$ cat src/rtl/ifmap_ctrl_pkg.sv
`default_nettype none
// ============================================================================
// Package   : ifmap_ctrl_pkg
// Brief     : Shared types and helpers for the IFMap window read controller:
//             FSM state encoding, latched layer configuration and the
//             configuration legality check.
// Revision  : 1.0 - initial release
// ============================================================================
package ifmap_ctrl_pkg;

  localparam int FILT_W   = 4;
  localparam int STRIDE_W = 3;
  localparam int ROW_W    = 8;

  typedef enum logic [1:0] {
    IDLE  = 2'd0,
    RUN   = 2'd1,
    FLUSH = 2'd2
  } state_e;

  typedef struct packed {
    logic [FILT_W-1:0]   filt_len;
    logic [STRIDE_W-1:0] stride;
    logic [ROW_W-1:0]    rows;
  } cfg_t;

  // A layer is runnable only if every window fits in the scratchpad and the
  // slide never skips an element (1 <= S <= F <= depth, at least one row).
  function automatic logic cfg_legal(input cfg_t cfg, input int depth);
    int f;
    int s;
    int r;
    f = int'(cfg.filt_len);
    s = int'(cfg.stride);
    r = int'(cfg.rows);
    return (s >= 1) && (s <= f) && (f >= 1) && (f <= depth) && (r >= 1);
  endfunction

endpackage
`default_nettype wire

$ cat src/rtl/ifmap_ring_ptr.sv
`default_nettype none
// ============================================================================
// Module    : ifmap_ring_ptr
// Brief     : Circular scratchpad pointer. Advances by a variable amount each
//             cycle and wraps modulo DEPTH, which need not be a power of two.
//             A load overrides the advance.
// Revision  : 1.0 - initial release
// ============================================================================
module ifmap_ring_ptr #(
  parameter int ADDR_W = 8,
  parameter int DEPTH  = 16
) (
  input  logic              clk,
  input  logic              rst_n,
  input  logic              load_i,
  input  logic [ADDR_W-1:0] load_val_i,
  input  logic [ADDR_W:0]   inc_i,
  output logic [ADDR_W-1:0] ptr_o
);

  localparam logic [ADDR_W:0] DEPTH_C = (ADDR_W+1)'(DEPTH);

  logic [ADDR_W-1:0] ptr_q;
  logic [ADDR_W-1:0] ptr_d;
  logic [ADDR_W:0]   w_sum;
  logic [ADDR_W:0]   w_wrap;

  // Increment never exceeds DEPTH, so a single conditional subtract wraps it.
  always_comb begin
    w_sum  = {1'b0, ptr_q} + inc_i;
    w_wrap = (w_sum >= DEPTH_C) ? (w_sum - DEPTH_C) : w_sum;
    ptr_d  = load_i ? load_val_i : w_wrap[ADDR_W-1:0];
  end

  // Pointer register.
  always_ff @(posedge clk) begin
    if (!rst_n) begin
      ptr_q <= '0;
    end else begin
      ptr_q <= ptr_d;
    end
  end

  assign ptr_o = ptr_q;

endmodule
`default_nettype wire

$ cat src/rtl/ifmap_window_read_ctrl.sv
`default_nettype none
// ============================================================================
// Module    : ifmap_window_read_ctrl
// Brief     : Sequential IFMap read controller. Owns write pointer, window
//             pointer and occupancy of a circular scratchpad, streams filter
//             windows to the PE, slides by the stride and frees consumed
//             entries so rows longer than the scratchpad are supported.
// Revision  : 1.0 - initial release
// ============================================================================
module ifmap_window_read_ctrl
  import ifmap_ctrl_pkg::*;
#(
  parameter int ADDR_W = 8,
  parameter int DEPTH  = 16
) (
  input  logic                clk,
  input  logic                rst_n,
  input  logic                start_i,
  input  logic [FILT_W-1:0]   cfg_filt_len_i,
  input  logic [STRIDE_W-1:0] cfg_stride_i,
  input  logic [ROW_W-1:0]    cfg_rows_i,
  input  logic                in_valid_i,
  input  logic                in_last_i,
  output logic                in_ready_o,
  output logic                wr_en_o,
  output logic [ADDR_W-1:0]   wr_addr_o,
  output logic                rd_valid_o,
  output logic [ADDR_W-1:0]   rd_addr_o,
  input  logic                rd_ready_i,
  output logic                win_last_o,
  output logic                row_done_o,
  output logic                layer_done_o,
  output logic                cfg_err_o,
  output logic                busy_o
);

  localparam int              CNT_W   = ADDR_W + 1;
  localparam logic [CNT_W-1:0] DEPTH_C = CNT_W'(DEPTH);

  state_e            state_q;
  cfg_t              cfg_q;
  logic [FILT_W-1:0] off_q, off_d;
  logic [CNT_W-1:0]  count_q, count_d;
  logic [ROW_W-1:0]  row_cnt_q;
  logic              row_closed_q, row_closed_d;
  logic              cfg_err_q;
  logic              row_done_q;
  logic              layer_done_q;

  cfg_t              w_cfg_in;
  logic              w_cfg_ok;
  logic              w_run;
  logic              w_in_ready;
  logic              w_wr_en;
  logic              w_rd_valid;
  logic              w_rd_fire;
  logic              w_off_last;
  logic              w_win_end;
  logic              w_row_end;
  logic              w_last_row;
  logic              w_layer_load;
  logic [CNT_W-1:0]  w_filt;
  logic [CNT_W-1:0]  w_stride;
  logic [CNT_W-1:0]  w_off;
  logic [CNT_W-1:0]  w_wr_inc;
  logic [CNT_W-1:0]  w_win_inc;
  logic [CNT_W-1:0]  w_rd_sum;
  logic [ADDR_W-1:0] w_wr_ptr;
  logic [ADDR_W-1:0] w_win_ptr;

  assign w_cfg_in = {cfg_filt_len_i, cfg_stride_i, cfg_rows_i};
  assign w_cfg_ok = cfg_legal(w_cfg_in, DEPTH);

  // Handshakes, occupancy update and row-end detection for the current cycle.
  always_comb begin
    w_run      = (state_q == RUN);
    w_filt     = CNT_W'(cfg_q.filt_len);
    w_stride   = CNT_W'(cfg_q.stride);
    w_off      = CNT_W'(off_q);
    w_in_ready = w_run && (count_q < DEPTH_C) && !row_closed_q;
    w_wr_en    = in_valid_i && w_in_ready;
    // A window opens only once all F of its elements are resident, so a row
    // shorter than F never starts a partial window that could not complete.
    w_rd_valid = w_run && (w_off < count_q) && (count_q >= w_filt);
    w_rd_fire  = w_rd_valid && rd_ready_i;
    w_off_last = (off_q == (cfg_q.filt_len - FILT_W'(1)));
    w_win_end  = w_rd_fire && w_off_last;
    count_d    = count_q + CNT_W'(w_wr_en) - (w_win_end ? w_stride : '0);
    off_d      = w_win_end ? '0 : (w_rd_fire ? (off_q + FILT_W'(1)) : off_q);
    row_closed_d = row_closed_q || (w_wr_en && in_last_i);
    w_row_end  = w_run && row_closed_d && (count_d < w_filt) && (off_d == '0);
    w_last_row = (row_cnt_q == (cfg_q.rows - ROW_W'(1)));
    w_layer_load = (state_q == IDLE) && start_i && w_cfg_ok;
    w_wr_inc   = CNT_W'(w_wr_en);
    w_win_inc  = '0;
    if (w_win_end) begin
      w_win_inc = w_stride;
    end else if (state_q == FLUSH) begin
      // Skip the tail of the row that can no longer form a window.
      w_win_inc = count_q;
    end
    w_rd_sum   = CNT_W'(w_win_ptr) + w_off;
  end

  // Control FSM with occupancy, window offset, row counter and status flags.
  always_ff @(posedge clk) begin
    if (!rst_n) begin
      state_q      <= IDLE;
      cfg_q        <= '0;
      off_q        <= '0;
      count_q      <= '0;
      row_cnt_q    <= '0;
      row_closed_q <= 1'b0;
      cfg_err_q    <= 1'b0;
      row_done_q   <= 1'b0;
      layer_done_q <= 1'b0;
    end else begin
      row_done_q   <= 1'b0;
      layer_done_q <= 1'b0;
      case (state_q)
        IDLE: begin
          if (start_i) begin
            cfg_q <= w_cfg_in;
            if (w_cfg_ok) begin
              cfg_err_q    <= 1'b0;
              state_q      <= RUN;
              off_q        <= '0;
              count_q      <= '0;
              row_cnt_q    <= '0;
              row_closed_q <= 1'b0;
            end else begin
              cfg_err_q <= 1'b1;
            end
          end
        end
        RUN: begin
          count_q      <= count_d;
          off_q        <= off_d;
          row_closed_q <= row_closed_d;
          if (w_row_end) begin
            state_q      <= FLUSH;
            row_done_q   <= 1'b1;
            layer_done_q <= w_last_row;
          end
        end
        FLUSH: begin
          count_q      <= '0;
          off_q        <= '0;
          row_closed_q <= 1'b0;
          if (w_last_row) begin
            row_cnt_q <= '0;
            state_q   <= IDLE;
          end else begin
            row_cnt_q <= row_cnt_q + ROW_W'(1);
            state_q   <= RUN;
          end
        end
        default: state_q <= IDLE;
      endcase
    end
  end

  ifmap_ring_ptr #(
    .ADDR_W (ADDR_W),
    .DEPTH  (DEPTH)
  ) u_wr_ptr (
    .clk        (clk),
    .rst_n      (rst_n),
    .load_i     (w_layer_load),
    .load_val_i ({ADDR_W{1'b0}}),
    .inc_i      (w_wr_inc),
    .ptr_o      (w_wr_ptr)
  );

  ifmap_ring_ptr #(
    .ADDR_W (ADDR_W),
    .DEPTH  (DEPTH)
  ) u_win_ptr (
    .clk        (clk),
    .rst_n      (rst_n),
    .load_i     (w_layer_load),
    .load_val_i ({ADDR_W{1'b0}}),
    .inc_i      (w_win_inc),
    .ptr_o      (w_win_ptr)
  );

  assign in_ready_o   = w_in_ready;
  assign wr_en_o      = w_wr_en;
  assign wr_addr_o    = w_wr_ptr;
  assign rd_valid_o   = w_rd_valid;
  assign rd_addr_o    = (w_rd_sum >= DEPTH_C) ? ADDR_W'(w_rd_sum - DEPTH_C)
                                              : ADDR_W'(w_rd_sum);
  assign win_last_o   = w_rd_valid && w_off_last;
  assign row_done_o   = row_done_q;
  assign layer_done_o = layer_done_q;
  assign cfg_err_o    = cfg_err_q;
  assign busy_o       = (state_q != IDLE);

endmodule
`default_nettype wire
$ cat config.mk
export PLATFORM = sky130hd
export DESIGN_NAME = ifmap_window_read_ctrl
export DESIGN_NICKNAME = d
export VERILOG_FILES = /design/src/rtl/ifmap_ctrl_pkg.sv /design/src/rtl/ifmap_ring_ptr.sv /design/src/rtl/ifmap_window_read_ctrl.sv
export SDC_FILE = /design/constraint.sdc
export NUM_CORES = 1
export LEC_CHECK = 0
export ABC_CLOCK_PERIOD_IN_PS = 6200
export BUFFER_PORTS_ARGS = -buffer_cell sky130_fd_sc_hd__buf_4
export CAP_MARGIN = 15
export CORE_MARGIN = 1.5
export CORE_UTILIZATION = 36
export CTS_CLUSTER_SIZE = 28
export DETAILED_ROUTE_END_ITERATION = 8
export HOLD_SLACK_MARGIN = 0.02
export PLACE_DENSITY = 0.59
export SKIP_CTS_REPAIR_TIMING = 1
export SYNTH_ARGS = -nofsm -noshare
export SYNTH_HDL_FRONTEND = slang
export SYNTH_SLANG_ARGS = --single-unit
export TNS_END_PERCENT = 100
$ cat constraint.sdc
create_clock -name clk -period 6.2 [get_ports clk]
set_input_delay 0.62 -clock clk [delete_from_list [all_inputs] [get_ports clk]]
set_output_delay 0.62 -clock clk [all_outputs]
set_load 0.005 [all_outputs]
### Word-level counts from Yosys, hierarchy flattened

Cells that the tools add are included.

| operators by class | value |
|---|---|
| muxes and demuxes | 28 |
| equal/unequal tests | 7 |
| $lt $le $gt $ge | 11 |
| bitwise operators | 1 |
| add/subtract/negate cells | 12 |
| reductions and logical operators | 31 |

Operator list:

| cell | number |
|---|---|
| 8-bit two-way mux | 6 |
| 9-bit two-way mux | 4 |
| 9-bit by 5-bit greater-or-equal comparator with 1-bit output (second input constant) | 3 |
| 9-bit one-hot mux with 3 select lines | 1 |
| 8-bit by 5-bit subtractor with 8-bit output (second input constant) | 3 |
| 1-bit logical AND | 17 |
| 4-bit two-way mux | 4 |
| 8-bit one-hot mux with 2 select lines | 1 |
| 4-bit one-hot mux with 3 select lines | 1 |
| 3-bit AND reduction | 4 |
| 8-bit by 1-bit adder with 9-bit output | 1 |
| 8-bit by 4-bit adder with 9-bit output | 1 |
| 8-bit by 9-bit adder with 9-bit output | 1 |
| 9-bit by 1-bit adder with 9-bit output | 1 |
| 9-bit by 4-bit greater-or-equal comparator with 1-bit output | 1 |
| 4-bit by 9-bit < comparator with 1-bit output | 1 |
| 9-bit by 4-bit < comparator with 1-bit output | 1 |
| 9-bit by 5-bit < comparator with 1-bit output (second input constant) | 1 |
| 9-bit by 3-bit subtractor with 9-bit output | 1 |
| 8-bit by 1-bit adder with 8-bit output (second input constant) | 1 |
| 8-bit == test | 1 |
| 8-bit by 1-bit greater-or-equal comparator with 1-bit output (second input constant) | 1 |
| 8-bit by 1-bit subtractor with 8-bit output (second input constant) | 1 |
| 2-bit two-way mux | 3 |
| other kinds (23) | 30 |

| word-level totals | value |
|---|---|
| output and inout bits | 24 |
| flip-flop bits (word level) | 58 |
| input bits | 21 |
| logic and storage cells | 103 |

### Depth between registers and ports, before layout

Gate-level depths: netlist of the first run.

| depth | value |
|---|---|
| depth after elaboration | 12 |
| mapped depth | 21 |
| depth with buffers taken out | 20 |

### Cells and area by module

From an unflattened synthesis of the first run, not the netlist that was laid out.

| second synthesis, totals | value |
|---|---|
| cell total of the unflattened synthesis | 650 |
| area, all modules | 5,250.0 µm² |

Modules (own cells, without submodules):

| module | area each (µm²) | seq. area each (µm²) | cells each | instances |
|---|---|---|---|---|
| ifmap_window_read_ctrl | 3,663.5 | 840.8 | 457 | 1 |
| ifmap_ring_ptr at u_wr_ptr | 803.3 | 160.2 | 95 | 1 |
| ifmap_ring_ptr at u_win_ptr | 783.3 | 160.2 | 98 | 1 |

### Least setup slack after synthesis of the first run

No wires, ideal clock.

| timing path | value |
|---|---|
| path kind | reg-to-reg |
| start point | register count_q[5] |
| end point | register layer_done_q, in the netlist layer_done_o |
| path buffers | 1 |
| cell stages (with the launch flop) | 21 |
| setup slack | 2.029 ns |
| data arrival time | 4.075 ns |
| cells stage by stage | dfxtp_1 inv_1 ha_1 and4bb_2 o2111ai_1 o211ai_1 and3_1 buf_2 and3_1 ha_1 inv_1 ha_1 fa_1 xor2_1 ha_1 o21ai_0 a21oi_1 nor4_1 nand4_1 nor4b_4 nor4b_1 |

| on the way | value |
|---|---|
| word-level cells in the longest chain between the ends | 11 |
| elaborated cells on any way between the ends | 23 |

Ends and longest elaborated chain:

| what | RTL line | source |
|---|---|---|
| start: declaration | ifmap_window_read_ctrl.sv:43 | `logic [CNT_W-1:0] count_q, count_d;` |
| start signal: assignment | ifmap_window_read_ctrl.sv:137 | `count_q <= count_d;` |
| parallel branches: the longest is 9 deep, another holds 9-bit by 5-bit < comparator with 1-bit output | - |  |
| 1-bit logical AND (*) | ifmap_window_read_ctrl.sv:91 | `w_row_end = w_run && row_closed_d && (count_d < w_filt) && (off_d == '0);` |
| 3-bit AND reduction (no source line) (*) | - |  |
| end signal: assignment | ifmap_window_read_ctrl.sv:143 | `layer_done_q <= w_last_row;` |
| end: declaration | ifmap_window_read_ctrl.sv:48 | `logic layer_done_q;` |

Mark *: on every way between the ends.
A chain may end at the register's enable or synchronous reset.

### Final worst setup path of the first run

| timing path | value |
|---|---|
| start point | register count_q[4] |
| end point | register layer_done_q, in the netlist layer_done_o |

The elaborated chain is that of the path after synthesis.

==> results of run 1 <==
## final timing paths
| path | start | to | slack (ps) |
|---|---|---|---|
| setup / recovery | count_q[4] | layer_done_o | 1480 |
| hold / removal | cfg_q[7] | cfg_q[7] | 470 |
| setup reg to reg | count_q[4] | layer_done_o | 1480 |
| hold reg to reg | cfg_q[7] | cfg_q[7] | 470 |
## power groups by stage
stage | Sequential, mW | Combinational [mW] | Clock, mW
detailed placement | 0.452 | 0.467 | 0
floorplan | 0.434 | 0.332 | 0
CTS | 0.444 | 0.470 | 0.593
finish | 0.444 | 0.466 | 0.583
global route | 0.450 | 0.530 | 0.609
global placement | 0.451 | 0.455 | 0
## cells by family (layout without fill, tap and decap cells)
family | count (synthesis) | after routing | share of synthesized area (%)
buffers and inverters | 57 | 103 | 5.18
XOR/XNOR | 42 | 42 | 8.06
multiplexers | 7 | 7 | 1.59
AO/OA/AOI/OAI | 127 | 127 | 18.3
AND/OR/NAND/NOR | 226 | 226 | 25.4
adder cells (fa/ha/maj) | 57 | 57 | 16.1
flip-flops | 58 | 58 | 25.4
## cells in the mapped netlist (6+ instances only)
cell      count
xor2_1       13
o21ai_0      26
a21o_1        6
and2_1       12
ha_1         54
nand3_1      17
a22oi_1       6
xnor2_1      29
inv_1        39
nor2_1       59
nor2b_1       9
nand4_1       6
and3_1       11
nor3_1       17
nand2_1      56
o211ai_1      6
dfxtp_1      58
a21oi_1      36
clkbuf_1     11
nand2b_1      7
## registers in the layout, indices dropped and copies added (netlist names)
name and flops:
cfg_err_o 1, cfg_q 15, count_q 9, layer_done_o 1
off_q 4, row_closed_q 1, row_cnt_q 8, row_done_o 1
state_q 2, u_win_ptr.ptr_o 8, u_wr_ptr.ptr_o 8
## cell type report
class / count / area (sq um)
fillers: 1233 / 6820
multi-input cells: 459 / 3170
flip-flops and latches: 58 / 1160
repair buffers: 47 / 353
clock buffers: 12 / 246
well taps: 168 / 210
inverters: 40 / 150
clock inverters: 4 / 98.8
## through the flow
stage | total power [mW] | std cells | hold slack [ps] | utilization, %
3_5_place_dp | 0.920 | 772 | 466 | 41.3
5_1_grt | 1.59 | 788 | 478 | 44.1
4_1_cts | 1.51 | 788 | 473 | 44.1
2_1_floorplan | 0.766 | 574 | 432 | -
6_report | 1.49 | 788 | 470 | 44.1
3_3_place_gp | 0.906 | 772 | 455 | 41.3
## worst min-delay path: stages, from the launching register on
cell and delay [ps]:
dfxtp_1 310, nand2_1 60, a21oi_1 50
## layout by cell type, fill, tap and decap left out, types with 7 or more instances in the layout
cell type / n
nand3_1: 17
clkbuf_16: 9
and3_1: 11
nor2b_1: 9
o21ai_0: 26
and2_1: 12
nor3_1: 17
nand2b_1: 7
nand2_1: 56
nor2_1: 59
dfxtp_1: 58
buf_4: 47
ha_1: 54
xor2_1: 13
a21oi_1: 36
inv_1: 39
xnor2_1: 29
## per-layer routing
| layer | share of wire, % | wire length, um | up-vias | track usage (%) |
|---|---|---|---|---|
| met1 | 47 | 5490 | 1979 | 23.7 |
| met4 | 2.0 | 232 | 0 | 7.56 |
| li1 | - | - | 2120 | - |
| met5 | 0 | 0 | - | 0 |
| met3 | 3.1 | 363 | 15 | 3.14 |
| met2 | 48 | 5590 | 71 | 31.3 |
==> results.sh, run 1 <==
export IMPL_critPathBufInv=2
export IMPL_grt_max_degree=38
export IMPL_synth_seq_cells=58
export IMPL_synth_cells=574
export IMPL_worstMarginPinSlew_ps=756
export IMPL_max_freq_mhz=212
export IMPL_io_pin_count=45
export IMPL_yosysTopAreaCell="dfxtp_1"
export IMPL_p_sw_uw=463
export IMPL_antennaDiodeCount=0
export IMPL_hold_violations=0
export IMPL_io_buffers=44
export IMPL_avgSynthCellArea_sq_um=7.95
export IMPL_clock_sinks=58
export IMPL_drive_gt1_share_pct=13.2
export IMPL_crit_chain="inv_1 -> ha_1 -> and4b_1 -> o2111ai_1 -> o211ai_1 -> and3_1 -> and3_1 -> ha_1 -> inv_1 -> ha_1 -> fa_1 -> xor2_1 -> ha_1 -> o21ai_0 -> a21oi_1 -> nor4_1 -> nand4_1 -> nor4b_4 -> nor4b_1"
export IMPL_cp_data_required_time_ps=6430
export IMPL_path_class="flop to flop"
export IMPL_place_ws_ps=1580
export IMPL_numCtsBuffers=9
export IMPL_hpwl_um=9050
export IMPL_synth_edf_count=0
export IMPL_status="complete, no violations"
export IMPL_dieArea_sq_um=13400
export IMPL_p_per_area_nw_per_um2=277
export IMPL_setup_viol=0
export IMPL_ant_nets=0
export IMPL_cts_max_path_buffers=2
export IMPL_synth_nets=652
export IMPL_grt_overflow=0
export IMPL_intPower_mw=1.03
export IMPL_dr_pass1_iters=4
export IMPL_path_delay_family="simple AND/OR/NAND/NOR gates"
export IMPL_drt_total_wl_um=11700
export IMPL_antenna_found_initial=0
export IMPL_worst_skew_pair_late_latency_ps=340
export IMPL_yosys_area_top_type_share_pct=25.4
export IMPL_r2r_cells=19
export IMPL_vias_per_cell=5.31
export IMPL_synth_area_sq_um=4570
export IMPL_cap_violations=0
export IMPL_clkPwrFrac_pct=39.0
export IMPL_row_count=40
export IMPL_coreArea_sq_um=12200
export IMPL_grt_pass1_wl_um=19400
export IMPL_crit_top_cell="ha_1"
export IMPL_drc_errors=0
export IMPL_setup_tns_ps=0
export IMPL_nets=693
export IMPL_p_sw_share_pct=31.0
export IMPL_fin_crit_ps=4720
export IMPL_ys_top_cells_by_area="dfxtp_1 25%, ha_1 15%, xnor2_1 5.6%, nor2_1 4.9%, nand2_1 4.6%"
export IMPL_htree_levels=3
export IMPL_crit_path_top_delay_cell="dfxtp_1"
export IMPL_num_vias=4185
export IMPL_area_growth_pct=18.0
export IMPL_start_kind="flop"
export IMPL_cts_tree="yes"
export IMPL_crit_fanout=7
export IMPL_hold_depth=2
export IMPL_max_vdd_ir_drop_mv=0.107
export IMPL_skew_ps=10.9
export IMPL_grt_pass1_vias=4010
export IMPL_period_share_pct=76.1
export IMPL_hold_class="flop to flop"
export IMPL_maxSlewHeadroom_pct=49.4
export IMPL_wire_per_inst_um=14.8
export IMPL_placed_cell_area_sq_um=5040
export IMPL_cp_num_cells=19
export IMPL_clk_pin_slew_worst_paths_ps=50
export IMPL_die_height_um=116
export IMPL_rsz0062_at_grt="false"
export IMPL_p_seq_share_pct=29.7
export IMPL_dieWidth_um=116
export IMPL_ys_types=68
export IMPL_ys_warnings_count=0
export IMPL_yosysSeqAreaShare_pct=25.4
export IMPL_initial_core_util_pct=37.4
export IMPL_cp_arrival_ps=4950
export IMPL_cp_end_kind="flop"
export IMPL_setup_slack_ps=1480
export IMPL_slowest_delay_ps=450
export IMPL_slew_violations=0
export IMPL_synth_top_flop_cell="dfxtp_1"
export IMPL_async_flop_share_pct=0
export IMPL_power_frac_comb_pct=31.2
export IMPL_fin_area_sq_um=5390
export IMPL_gp_congestion=0.956
export IMPL_track_usage_pct=18.6
export IMPL_root_buffer="clkbuf_16"
export IMPL_cellLeakagePower_nw=2.28
export IMPL_drt_iter0_markers=183
No activity file was read; power rests on OpenSTA's default activity.
==> run 2, diff against run 1 <==
--- a/config.mk
+++ b/config.mk
@@ -5,7 +5,7 @@
 export SDC_FILE = /design/constraint.sdc
 export NUM_CORES = 1
 export LEC_CHECK = 0
-export ABC_CLOCK_PERIOD_IN_PS = 6200
+export ABC_CLOCK_PERIOD_IN_PS = 4100
 export BUFFER_PORTS_ARGS = -buffer_cell sky130_fd_sc_hd__buf_4
 export CAP_MARGIN = 15
 export CORE_MARGIN = 1.5
@@ -13,7 +13,7 @@
 export CTS_CLUSTER_SIZE = 28
 export DETAILED_ROUTE_END_ITERATION = 8
 export HOLD_SLACK_MARGIN = 0.02
-export PLACE_DENSITY = 0.59
+export PLACE_DENSITY = 0.61
 export SKIP_CTS_REPAIR_TIMING = 1
 export SYNTH_ARGS = -nofsm -noshare
 export SYNTH_HDL_FRONTEND = slang
==> constraint.sdc (replaced) <==
create_clock -name clk -period 4.1 [get_ports clk]
set_input_delay 0.41 -clock clk [delete_from_list [all_inputs] [get_ports clk]]
set_output_delay 0.41 -clock clk [all_outputs]
set_load 0.005 [all_outputs]
==> results.sh, run 2 (synthesized netlist as in run 1, its figures left out) <==
export IMPL_antenna_found_initial=0
export IMPL_drt_iter0_markers=184
export IMPL_r2r_cells=18
export IMPL_coreArea_sq_um=12200
export IMPL_cap_violations=0
export IMPL_dieWidth_um=116
export IMPL_dieArea_sq_um=13400
export IMPL_htree_levels=3
export IMPL_area_growth_pct=30.4
export IMPL_drt_total_wl_um=12600
export IMPL_drive_gt1_share_pct=27.5
export IMPL_hold_class="input pin to flop"
export IMPL_cp_end_kind="flop"
export IMPL_io_pin_count=45
export IMPL_hp_start="cfg_rows_i[7]"
export IMPL_hold_violations=0
export IMPL_drc_errors=0
export IMPL_place_ws_ps=-195
export IMPL_cp_arrival_ps=4400
export IMPL_p_seq_share_pct=31.5
export IMPL_p_sw_share_pct=34.0
export IMPL_ant_nets=0
export IMPL_max_freq_mhz=240
export IMPL_num_vias=4415
export IMPL_fillCellCount=1227
export IMPL_final_common_cell="buf_4"
export IMPL_clock_sinks=58
export IMPL_largest_reg_flops=15
export IMPL_rr_startpoint="count_q[6]"
export IMPL_grt_max_degree=38
export IMPL_status="complete, but fails checks"
export IMPL_holdWs_ps=344
export IMPL_crit_fanout=4
export IMPL_worstMarginPinSlew_ps=778
export IMPL_cellLeakagePower_nw=2.53
export IMPL_grt_overflow=0
export IMPL_clkPwrFrac_pct=32.9
export IMPL_skew_ps=8.04
export IMPL_gp_congestion=0.876
export IMPL_reg_largest_list="cfg_q (15), count_q (9)"
export IMPL_period_share_pct=101
export IMPL_root_buffer="clkbuf_16"
export IMPL_start_kind="flop"
export IMPL_vias_per_cell=5.28
export IMPL_antennaDiodeCount=0
export IMPL_nets=741
export IMPL_initial_core_util_pct=37.4
export IMPL_fin_crit_ps=4160
export IMPL_hpwl_um=9420
export IMPL_numCtsBuffers=9
export IMPL_rsz0062_at_grt="true"
export IMPL_r2r_end="layer_done_o"
export IMPL_p_sw_uw=721
export IMPL_wire_per_inst_um=15.0
export IMPL_final_cell_mix="95 x buf_4, 57 x nor2_1, 55 x nand2_1"
export IMPL_cts_max_path_buffers=2
export IMPL_die_height_um=116
export IMPL_intPower_mw=1.40
export IMPL_setup_slack_ps=-59.0
export IMPL_stdcell_count=836
export IMPL_worst_skew_pair_late_latency_ps=330
export IMPL_path_class="flop to flop"
export IMPL_r2r_slack_ps=-60
export IMPL_fin_area_sq_um=5950
export IMPL_multi_input_area_sq_um=3420
export IMPL_p_per_area_nw_per_um2=356
export IMPL_dp_cells=815
export IMPL_cts_tree="yes"
export IMPL_setup_viol=2
export IMPL_slew_violations=0
export IMPL_io_buffers=44
export IMPL_grt_pass1_wl_um=19900
export IMPL_hold_depth=3
export IMPL_power_mw=2.12
export IMPL_track_usage_pct=18.8
export IMPL_clk_pin_slew_worst_paths_ps=60
export IMPL_max_vdd_ir_drop_mv=0.230
export IMPL_maxSlewHeadroom_pct=48.0
export IMPL_violations="negative setup slack"
export IMPL_cp_data_required_time_ps=4340
export IMPL_row_count=40
export IMPL_power_frac_comb_pct=35.6
export IMPL_min_to="cfg_q[7]"
export IMPL_regMostFlops="cfg_q"
export IMPL_grt_pass1_vias=4253
export IMPL_dr_pass1_iters=5
export IMPL_placed_cell_area_sq_um=5370
export IMPL_regArea_sq_um=1180
==> run 2: cell types whose count changed in the layout (fill, tap and decap cells not counted), moves of 4 or more <==
cell / previous run / this run
dfxtp_1: 58 / 47
inv_2: 1 / 8
dfxtp_2: 0 / 9
ha_4: 0 / 11
buf_4: 47 / 95
inv_1: 39 / 32
o21ai_0: 26 / 22
ha_1: 54 / 42
==> run 2: through the flow <==
stage | utilization, % | setup TNS (ps)
floorplan | - | 0
detailed placement | 44.0 | -524
CTS | 46.3 | -741
global placement | 44.0 | -52.2
finish | 48.8 | -68.2
global route | 48.8 | -885
==> run 2: power groups by stage <==
stage / logic [mW] / registers (mW) / clock network, mW
finish: 0.755 / 0.668 / 0.697
CTS: 0.728 / 0.668 / 0.709
floorplan: 0.502 / 0.657 / 0
detailed placement: 0.723 / 0.679 / 0
global placement: 0.702 / 0.676 / 0
global route: 0.853 / 0.676 / 0.736
==> run 2: area by class of cell <==
class                           instances  area share (%)
Clock buffer                           10            4.01
Clock inverter                          6           0.694
Inverter                               40            2.52
Multi-Input combinational cell        459            57.4
Sequential cell                        58            19.8
Tap cell                              168            3.53
Timing Repair Buffer                   95            12.0
==> run 2: worst max-delay path, cell delays in order, from the launching register on <==
cell       delay, ps
dfxtp_2          330
inv_2             60
ha_4             170
and4bb_2         230
o2111ai_2        180
o211ai_1         120
and3_1           200
and3_4           190
ha_4             260
inv_2             40
ha_4             150
fa_2             430
a211oi_4         310
nor2_1            80
xor2_1           180
nor4_1           360
nand4_1          220
nor4b_4          330
nor4b_2          230
==> run 2: how the worst max path moves through the flow <==
stage / from / end / cells after the start
2_1_floorplan: count_q[5] / layer_done_o / 20
3_3_place_gp: count_q[5] / layer_done_o / 19
3_5_place_dp: count_q[5] / layer_done_o / 19
4_1_cts: count_q[5] / layer_done_o / 19
5_1_grt: count_q[6] / layer_done_o / 19
6_report: count_q[6] / layer_done_o / 18
==> run 2: layer usage <==
metal	vias up	GRT usage [%]	share of wire, %	wire length, um
li1	2197	-	-	-
met1	2089	23.4	44	5550
met2	105	34.0	50	6330
met3	24	2.41	3.9	492
met4	0	5.37	1.5	184
met5	-	0	0	0
==> run 3, diff against run 2 <==
--- a/config.mk
+++ b/config.mk
@@ -17,5 +17,6 @@
 export SKIP_CTS_REPAIR_TIMING = 1
 export SYNTH_ARGS = -nofsm -noshare
 export SYNTH_HDL_FRONTEND = slang
+export SYNTH_HIERARCHICAL = 1
 export SYNTH_SLANG_ARGS = --single-unit
 export TNS_END_PERCENT = 100
==> results.sh, run 3 <==
export IMPL_status="complete, no violations"
export IMPL_p_sw_share_pct=34.7
export IMPL_gp_congestion=0.964
export IMPL_max_freq_mhz=246
export IMPL_worstMarginPinSlew_ps=692
export IMPL_power_frac_comb_pct=38.3
export IMPL_ys_warnings_count=6
export IMPL_rsz0062_at_grt="true"
export IMPL_skew_ps=7.04
export IMPL_drive_gt1_share_pct=26.1
export IMPL_num_vias=5153
export IMPL_die_height_um=124
export IMPL_cts_max_path_buffers=2
export IMPL_setup_tns_ps=0
export IMPL_cts_tree="yes"
export IMPL_ys_top_cells_by_area="dfxtp_1 22%, ha_1 14%, nand2_1 3.9%, xnor2_1 3.7%, inv_1 3.4%"
export IMPL_yosysSeqAreaShare_pct=22.1
export IMPL_p_sw_uw=810
export IMPL_drt_total_wl_um=14300
export IMPL_period_share_pct=99.2
export IMPL_path_delay_family="adder cells"
export IMPL_final_cell_mix="99 x buf_4, 55 x nand2_1, 52 x dfxtp_1"
export IMPL_hpwl_um=10800
export IMPL_busiest_layer="met2"
export IMPL_slowest_delay_ps=400
export IMPL_critPathBufInv=3
export IMPL_dp_cells=920
export IMPL_max_vdd_ir_drop_mv=0.150
export IMPL_area_growth_pct=29.4
export IMPL_yosysTopAreaCell="dfxtp_1"
export IMPL_grt_overflow=0
export IMPL_synth_edf_count=0
export IMPL_intPower_mw=1.52
export IMPL_grt_pass1_wl_um=22900
export IMPL_grt_max_degree=41
export IMPL_slew_violations=0
export IMPL_dieWidth_um=124
export IMPL_maxSlewHeadroom_pct=53.3
export IMPL_crit_chain="inv_2 -> ha_4 -> a21oi_2 -> o211ai_1 -> a211o_1 -> and2_4 -> and3_4 -> buf_6 -> ha_4 -> inv_2 -> ha_4 -> fa_2 -> xor2_2 -> ha_1 -> o21ai_1 -> a21oi_1 -> nor4_1 -> nand4b_1 -> o21ba_2"
export IMPL_stdcell_count=951
export IMPL_coreArea_sq_um=14000
export IMPL_io_pin_count=45
export IMPL_p_per_area_nw_per_um2=343
export IMPL_worst_skew_pair_late_latency_ps=330
export IMPL_vias_per_cell=5.42
export IMPL_async_flop_share_pct=0
export IMPL_clk_pin_slew_worst_paths_ps=60
export IMPL_track_usage_pct=18.8
export IMPL_use_met2_pct=32.1
export IMPL_drc_errors=0
export IMPL_start_kind="flop"
export IMPL_setup_viol=0
export IMPL_wire_per_inst_um=15.0
export IMPL_synth_top_cells_by_count="58 x dfxtp_1, 58 x ha_1, 55 x nand2_1"
export IMPL_crit_path_top_delay_cell="fa_2"
export IMPL_ant_nets=0
export IMPL_initial_core_util_pct=37.4
export IMPL_dieArea_sq_um=15300
export IMPL_hold_violations=0
export IMPL_met1_usage_pct=24.2
export IMPL_final_common_cell="buf_4"
export IMPL_synth_area_sq_um=5250
export IMPL_root_buffer="clkbuf_16"
export IMPL_ys_types=84
export IMPL_cp_end_kind="flop"
export IMPL_yosys_area_top_type_share_pct=22.1
export IMPL_dr_pass1_iters=8
export IMPL_utilization_pct=48.4
export IMPL_nets=850
export IMPL_avgSynthCellArea_sq_um=8.08
export IMPL_crit_fanout=4
export IMPL_row_count=43
export IMPL_synth_seq_cells=58
export IMPL_clock_sinks=58
export IMPL_io_buffers=44
export IMPL_hold_class="input pin to flop"
export IMPL_cellLeakagePower_nw=2.85
export IMPL_met3_usage_pct=3.53
export IMPL_fin_crit_ps=4070
export IMPL_clkPwrFrac_pct=32.9
export IMPL_reg_largest_list="cfg_q (15), count_q (9)"
export IMPL_synth_top_flop_cell="dfxtp_1"
export IMPL_cp_data_required_time_ps=4330
export IMPL_numCtsBuffers=9
export IMPL_antennaDiodeCount=0
export IMPL_p_seq_share_pct=28.8
export IMPL_grt_pass1_vias=4897
export IMPL_htree_levels=3
export IMPL_synth_cells=650
export IMPL_cp_arrival_ps=4300
export IMPL_cap_violations=0
export IMPL_antenna_found_initial=0
export IMPL_drt_iter0_markers=243
export IMPL_crit_top_cell="ha_4"
export IMPL_regMostFlops="cfg_q"
export IMPL_path_class="flop to flop"
export IMPL_largest_reg_flops=15
run 3: cell types whose count changed in the layout (fill, tap and decap cells not counted), moves of 6 or more:
cell | previous run | this run
or4_1 | 0 | 7
o21a_1 | 5 | 11
nor2_1 | 57 | 45
and3_1 | 10 | 0
conb_1 | 0 | 27
xnor2_1 | 26 | 19
a21boi_0 | 2 | 17
nand4b_1 | 0 | 8
inv_1 | 32 | 38
run 3: through the flow:
stage	hold slack, ps	instance area, sq um	power (mW)	worst slack [ps]
after floorplan	425	5350	1.27	116
after global placement	444	6090	1.49	-44.4
after detailed placement	442	6090	1.51	-166
after CTS	357	6390	2.27	-174
after global routing	360	6790	2.46	-155
final	355	6790	2.33	31.5
run 3: logic make-up (layout without fill, tap and decap cells):
logic type	count (synthesis)	count (layout)	synth area share, %
AO/OA/AOI/OAI	183	183	24.9
XOR/XNOR	32	32	5.34
adder cells (fa/ha/maj)	62	62	15.3
buffers and inverters	69	164	5.67
flip-flops	58	58	22.1
multiplexers	7	7	1.38
other	1	27	0.0714
AND/OR/NAND/NOR	238	238	25.2
run 3: power by group through the flow:
stage | clock [mW] | combinational, mW | sequential (mW)
6_report | 0.767 | 0.893 | 0.670
5_1_grt | 0.790 | 0.996 | 0.677
4_1_cts | 0.767 | 0.832 | 0.670
3_5_place_dp | 0 | 0.828 | 0.682
3_3_place_gp | 0 | 0.807 | 0.679
2_1_floorplan | 0 | 0.603 | 0.666
run 3: area by class of cell:
| type | count | area, sq um |
|---|---|---|
| Sequential cell | 58 | 1170 |
| Timing Repair Buffer | 101 | 766 |
| Inverter | 48 | 180 |
| Multi-Input combinational cell | 549 | 4160 |
| Clock inverter | 5 | 55.1 |
| Fill cell | 1321 | 7250 |
| Tap cell | 180 | 225 |
| Clock buffer | 10 | 239 |
run 3: worst paths after layout:
kind,from,to,slack [ps],cells past startpoint
worst max-delay path,cfg_q[13],state_q[0],30,19
worst min-delay path,cfg_filt_len_i[1],cfg_q[12],350,3
worst max register to register,cfg_q[13],state_q[0],30,19
worst min register to register,count_q[8],count_q[8],470,2
run 3: per-layer routing:
metal,part of all wire [%],up-vias
met5,0,-
met3,3.8,17
met1,47,2461
met4,1.0,0
li1,-,2582
met2,48,93
run 3: worst register-to-register path, cell delays in order (launching register included):
cell	delay, ps
dfxtp_2	320
inv_2	80
ha_4	210
a21oi_2	120
o211ai_1	100
a211o_1	320
and2_4	160
and3_4	180
buf_6	110
ha_4	250
inv_2	40
ha_4	170
fa_2	400
xor2_2	170
ha_1	300
o21ai_1	130
a21oi_1	50
nor4_1	280
nand4b_1	290
o21ba_2	290
